File: src/rtl/comb_sweep_pkg.sv
// rtl/comb_sweep_pkg.sv - shared types and width helpers for the comb_sweep engine
// No ports: state encoding plus the truth-table and settle-counter width helpers.
package comb_sweep_pkg;

  typedef enum logic [1:0] {
    ST_IDLE   = 2'd0,
    ST_SETTLE = 2'd1,
    ST_SAMPLE = 2'd2,
    ST_FINISH = 2'd3
  } state_e;

  localparam int N_IN_MAX = 6;

  // One truth-table bit per input pattern.
  function automatic int tt_width(input int n_in);
    return 1 << n_in;
  endfunction

  // clog2(settle), floored at 1 so SETTLE=1 still gets a real counter bit.
  function automatic int cnt_width(input int settle);
    int w;
    w = 1;
    while ((1 << w) < settle) w++;
    return w;
  endfunction

endpackage

File: src/rtl/comb_sweep_first_diff.sv
// rtl/comb_sweep_first_diff.sv - lowest-set-bit priority encoder over a difference vector
// diff_i : per-pattern mismatch flags (captured ^ expected)
// idx_o  : index of the lowest set flag, 0 when none set
// any_o  : at least one flag set
module first_diff
  import comb_sweep_pkg::*;
#(
  parameter  int N_IN = 3,
  localparam int TT_W = tt_width(N_IN)
) (
  input  logic [TT_W-1:0] diff_i,
  output logic [N_IN-1:0] idx_o,
  output logic            any_o
);

  // Scan from the top down so the lowest set index is the last one written.
  always_comb begin
    idx_o = '0;
    any_o = |diff_i;
    for (int i = TT_W - 1; i >= 0; i--) begin
      if (diff_i[i]) idx_o = N_IN'(i);
    end
  end

endmodule

File: src/rtl/comb_sweep.sv
// rtl/comb_sweep.sv - exhaustive stimulus/response sweep of a small combinational block
// clk, rst_n   : clock, asynchronous active-low reset
// start        : sweep request, honoured only when idle
// expect_tt    : expected truth table, latched on accepted start
// vec_out      : pattern driven to the block under test (MSB = first input)
// f_in         : response of the block under test
// tt_out       : captured truth table
// busy, done   : sweep in progress / one-cycle end-of-sweep pulse
// pass         : captured table equals latched expectation
// mismatch_idx : lowest differing pattern index, 0 on pass
module comb_sweep
  import comb_sweep_pkg::*;
#(
  parameter  int N_IN   = 3,
  parameter  int SETTLE = 2,
  localparam int TT_W   = tt_width(N_IN),
  localparam int IDX_W  = N_IN
) (
  input  logic             clk,
  input  logic             rst_n,
  input  logic             start,
  input  logic [TT_W-1:0]  expect_tt,
  output logic [N_IN-1:0]  vec_out,
  input  logic             f_in,
  output logic [TT_W-1:0]  tt_out,
  output logic             busy,
  output logic             done,
  output logic             pass,
  output logic [IDX_W-1:0] mismatch_idx
);

  localparam int                CNT_W    = cnt_width(SETTLE);
  localparam logic [IDX_W-1:0]  LAST_IDX = IDX_W'(TT_W - 1);
  localparam logic [CNT_W-1:0]  CNT_LAST = CNT_W'(SETTLE - 1);

  state_e             state_q, state_d;
  logic [IDX_W-1:0]   idx_q, idx_d;
  logic [CNT_W-1:0]   cnt_q, cnt_d;
  logic [TT_W-1:0]    exp_q, exp_d;
  logic [TT_W-1:0]    tt_q, tt_d;
  logic               pass_q, pass_d;
  logic [IDX_W-1:0]   mm_q, mm_d;
  logic [N_IN-1:0]    vec_q;
  logic               busy_q, done_q;

  // Table as it will look after the current sample; on the last sample this
  // lets pass/mismatch register on the same edge that raises done.
  logic [TT_W-1:0]    tt_smp;
  logic [IDX_W-1:0]   fd_idx;
  logic               fd_any;

  always_comb begin
    tt_smp         = tt_q;
    tt_smp[idx_q]  = f_in;
  end

  first_diff #(.N_IN(N_IN)) u_first_diff (
    .diff_i (tt_smp ^ exp_q),
    .idx_o  (fd_idx),
    .any_o  (fd_any)
  );

  always_comb begin
    state_d = state_q;
    idx_d   = idx_q;
    cnt_d   = cnt_q;
    exp_d   = exp_q;
    tt_d    = tt_q;
    pass_d  = pass_q;
    mm_d    = mm_q;
    unique case (state_q)
      ST_IDLE: begin
        if (start) begin
          exp_d   = expect_tt;
          tt_d    = '0;
          pass_d  = 1'b0;
          mm_d    = '0;
          idx_d   = '0;
          cnt_d   = '0;
          state_d = ST_SETTLE;
        end
      end
      ST_SETTLE: begin
        if (cnt_q == CNT_LAST) begin
          state_d = ST_SAMPLE;
        end else begin
          cnt_d = cnt_q + 1'b1;
        end
      end
      ST_SAMPLE: begin
        tt_d = tt_smp;
        if (idx_q == LAST_IDX) begin
          pass_d  = ~fd_any;
          mm_d    = fd_idx;
          state_d = ST_FINISH;
        end else begin
          idx_d   = idx_q + 1'b1;
          cnt_d   = '0;
          state_d = ST_SETTLE;
        end
      end
      ST_FINISH: begin
        state_d = ST_IDLE;
      end
      default: begin
        state_d = ST_IDLE;
      end
    endcase
  end

  always_ff @(posedge clk or negedge rst_n) begin
    if (!rst_n) begin
      state_q <= ST_IDLE;
      idx_q   <= '0;
      cnt_q   <= '0;
      exp_q   <= '0;
      tt_q    <= '0;
      pass_q  <= 1'b0;
      mm_q    <= '0;
      vec_q   <= '0;
      busy_q  <= 1'b0;
      done_q  <= 1'b0;
    end else begin
      state_q <= state_d;
      idx_q   <= idx_d;
      cnt_q   <= cnt_d;
      exp_q   <= exp_d;
      tt_q    <= tt_d;
      pass_q  <= pass_d;
      mm_q    <= mm_d;
      // Status outputs are registered from the next state so they line up
      // with the state they describe rather than lagging it by a cycle.
      busy_q  <= (state_d == ST_SETTLE) || (state_d == ST_SAMPLE);
      done_q  <= (state_d == ST_FINISH);
      vec_q   <= ((state_d == ST_SETTLE) || (state_d == ST_SAMPLE)) ? idx_d : '0;
    end
  end

  assign vec_out      = vec_q;
  assign tt_out       = tt_q;
  assign busy         = busy_q;
  assign done         = done_q;
  assign pass         = pass_q;
  assign mismatch_idx = mm_q;

endmodule

File: config.mk
export PLATFORM = sky130hd
export DESIGN_NAME = comb_sweep
export DESIGN_NICKNAME = d
export VERILOG_FILES = /design/src/rtl/comb_sweep_pkg.sv /design/src/rtl/comb_sweep_first_diff.sv /design/src/rtl/comb_sweep.sv
export SDC_FILE = /design/constraint.sdc
export NUM_CORES = 1
export LEC_CHECK = 0
export CORE_MARGIN = 10
export CORE_UTILIZATION = 47
export DETAILED_ROUTE_END_ITERATION = 8
export GPL_TIMING_DRIVEN = 0
export PLACE_DENSITY_LB_ADDON = 0.08
export SLEW_MARGIN = 20
export SYNTH_ARGS = -nofsm -noshare
export SYNTH_HDL_FRONTEND = slang
export SYNTH_HIERARCHICAL = 1
export SYNTH_SLANG_ARGS = --single-unit
File: constraint.sdc
create_clock -name clk -period 2.2 [get_ports clk]
set_clock_uncertainty 0.2 [all_clocks]
set_input_delay 0.22 -clock clk [delete_from_list [all_inputs] [get_ports clk]]
set_output_delay 0.22 -clock clk [all_outputs]
set_load 0.005 [all_outputs]
==> results.json <==
{
  "ys_warn_count": 6,
  "rsz0062_at_grt": "yes",
  "avgSynthCellArea_um2": 10.8,
  "clockPowerShare_pct": 12.2,
  "peakVddDrop_v": 0.000644,
  "start_kind": "flip-flop",
  "start_util_pct": 49.1,
  "drive_gt1_share_pct": 29.3,
  "drc": 0,
  "placed_area_um2": 1970,
  "core_area_um2": 3360,
  "swShare_pct": 38.5,
  "cts_buffers": 5,
  "io_pins": 29,
  "final_core_util_pct": 66.6,
  "dieArea_um2": 6290,
  "cp-end-kind": "flip-flop",
  "antenna_found_initial": 0,
  "vias_per_cell": 5.36,
  "status": "finished, violations left",
  "final_cell_mix": "31 x dfrtp_1, 26 x clkdlybuf4s50_1, 14 x nand2_1, 11 x buf_4, 10 x mux2_2",
  "maxCapViolations": 0,
  "synth_area_um2": 1650,
  "insertedDiodeCount": 0,
  "clock.fmax_mhz": 451,
  "crit_fanout": 8,
  "syn_to_final_growth_pct": 35.7,
  "grt_start_max_net_pins": 32,
  "dp_hpwl_mm": 2.65,
  "cts_buffer_depth": 2,
  "portBuffers": 27,
  "hold_class": "input pin to asynchronous set/reset pin",
  "grt_usage_pct": 12.4,
  "ys_ff_latch": 31,
  "gp_congestion": 0.798,
  "cts_tree": "built",
  "final_cell_count_no_fill": 244,
  "ff2ff_path_depth": 8,
  "yosysUniqueCellTypes": 34,
  "routedWlPerCell_um": 15.9,
  "post-route-period-util_pct": 101,
  "die_w_um": 79.3,
  "setup_ws_ps": -17.3,
  "maxSlewViolCount": 0,
  "nets": 211,
  "firstDrtPassIters": 4,
  "clock_sinks": 31,
  "internal_power_uw": 1920,
  "rows": 21,
  "clkLatencyLatePin_ps": 340,
  "reg2reg_slack_ps": -20,
  "grt_remaining_overflow": 0,
  "dp.cells": 226,
  "crit_required_ps": 2220,
  "crit_type": "flip-flop to flip-flop",
  "die_height_um": 79.3,
  "synthCells": 153,
  "relSlewSlack_pct": 54.0,
  "powerDensity_nw_per_um2": 1400,
  "tns_ps": -17.3,
  "r2r-end": "mismatch_idx[2]$_DFFE_PN0P_",
  "synth_nets": 167,
  "power_frac_comb_pct": 56.8,
  "p_sw_uw": 1210,
  "grt_first_pass_wirelength_mm": 6.08,
  "power_frac_seq_pct": 30.9,
  "clkTransAtPathRegs_ps": 100,
  "pre_cts_slack_ps": -212,
  "drtIter0Drc": 59,
  "mostFrequentLayoutCell": "dfrtp_1",
  "period_minus_slack_ps": 2220,
  "routed_wl_mm": 3.89,
  "crit_arrival_ps": 2240,
  "power.leakage_uw": 0.000951,
  "first_global_vias": 1333,
  "h-tree-depth": 2,
  "num_vias": 1307,
  "worst_pin_slew_ps": 689,
  "ant_nets": 0,
  "stdcell_area_um2": 2240,
  "violations": "setup timing",
  "clockRootBuffer": "clkbuf_4",
  "timing_hold_violations_final": 0,
  "yosysSeqAreaShare_pct": 47.0,
  "setup_viol": 1,
  "r2r-start": "idx_q[1]$_DFF_PN0_"
}
==> worst max-delay path, stage by stage, from the launching register on <==
cell and delay, ps:
dfrtp_1 400, buf_6 140, or3b_4 410, mux2i_4 210
xnor2_2 170, nor4_2 230, and3b_1 220, nand2_1 60
mux2i_1 60
==> through the flow <==
step	hold slack (ps)	power [uW]
floorplan	-276	1950
global placement	297	2350
detailed placement	108	2400
CTS	244	2910
global route	273	3360
finish	237	3130
==> state kept, by name, summed over array words and instances (netlist names) <==
name          flops
done              1
cnt_q             1
idx_q             3
state_q           2
busy              1
vec_out           3
tt_out            8
mismatch_idx      3
exp_q             8
pass              1
==> per-layer routing <==
metal  track usage (%)  vias up  routed length, um
met5                 0        -                  0
met1              12.8      635               1610
li1                  -      635                  -
met4              6.09        0                 64
met3              5.63        7                278
met2              20.7       30               1940
==> area by class of cell <==
cell class              instances  area (um2)
well taps                      46        57.6
multi-input cells             109         915
plain buffers                   8        62.6
repair buffers                 37         343
clock buffers                   8        68.8
flip-flops and latches         31         776
fillers                       289        1120
inverters                       5        18.8
==> how the worst max path moves through the flow <==
stage                            start  slack [ps]  cells past startpoint                     endpoint
floorplan           idx_q[1]$_DFF_PN0_         100                      8  mismatch_idx[2]$_DFFE_PN0P_
global placement                 start        -190                      7         vec_out[0]$_DFF_PN0_
detailed placement               start        -210                      7         vec_out[1]$_DFF_PN0_
CTS                 idx_q[0]$_DFF_PN0_         -10                      9  mismatch_idx[0]$_DFFE_PN0P_
global route        idx_q[0]$_DFF_PN0_        -120                      8  mismatch_idx[2]$_DFFE_PN0P_
finish              idx_q[1]$_DFF_PN0_         -20                      8  mismatch_idx[2]$_DFFE_PN0P_
==> cell families (layout without fill, tap and decap cells) <==
group / count (synthesis) / in the layout / synth area share [%]
compound gates: 29 / 29 / 12.3
xor+xnor: 8 / 8 / 4.24
fa+ha+maj: 2 / 2 / 1.51
buf+inv: 13 / 58 / 4.24
flops: 31 / 31 / 47.0
mux: 21 / 21 / 13.5
simple gates: 49 / 49 / 17.3
==> power groups by stage <==
| stage | clock [uW] | sequential (uW) | combinational, uW |
|---|---|---|---|
| after floorplan | 0 | 930 | 1020 |
| after global placement | 0 | 942 | 1410 |
| after detailed placement | 0 | 953 | 1440 |
| after CTS | 391 | 947 | 1580 |
| after global routing | 422 | 1000 | 1940 |
| final | 383 | 968 | 1780 |
==> cell usage after synthesis (all sizes together) <==
master | number | area [um2]
nor3 | 1 | 5.00
a21oi | 4 | 20.0
a21boi | 2 | 15.0
nor2 | 6 | 22.5
o22ai | 1 | 12.5
xnor2 | 8 | 70.1
nand3 | 8 | 40.0
o21ai | 7 | 35.0
ha | 2 | 25.0
nor2b | 4 | 25.0
a32o | 1 | 10.0
buf | 8 | 51.3
a31o | 1 | 8.76
o211ai | 6 | 45.0
o41ai | 1 | 8.76
dfrtp | 31 | 776
and3 | 1 | 6.26
and3b | 2 | 17.5
a22oi | 2 | 15.0
mux2 | 10 | 113
nor3b | 2 | 26.3
inv | 5 | 18.8
nand2b | 3 | 18.8
a22o | 2 | 17.5
mux2i | 11 | 110
nand3b | 4 | 30.0
and2 | 1 | 6.26
o21bai | 2 | 15.0
nor4 | 1 | 12.5
or3b | 2 | 22.5
nand2 | 14 | 52.6
==> timing repair <==
item	in CTS	in global routing
setup endpoints to repair	6	6
pin swaps	4	6
cloned	0	0
resized for setup	10	18
hold buffers	1	0
setup buffers	3	6
endpoints found under the hold margin	31	0
Note: power is estimated with default switching activity, not from simulation.
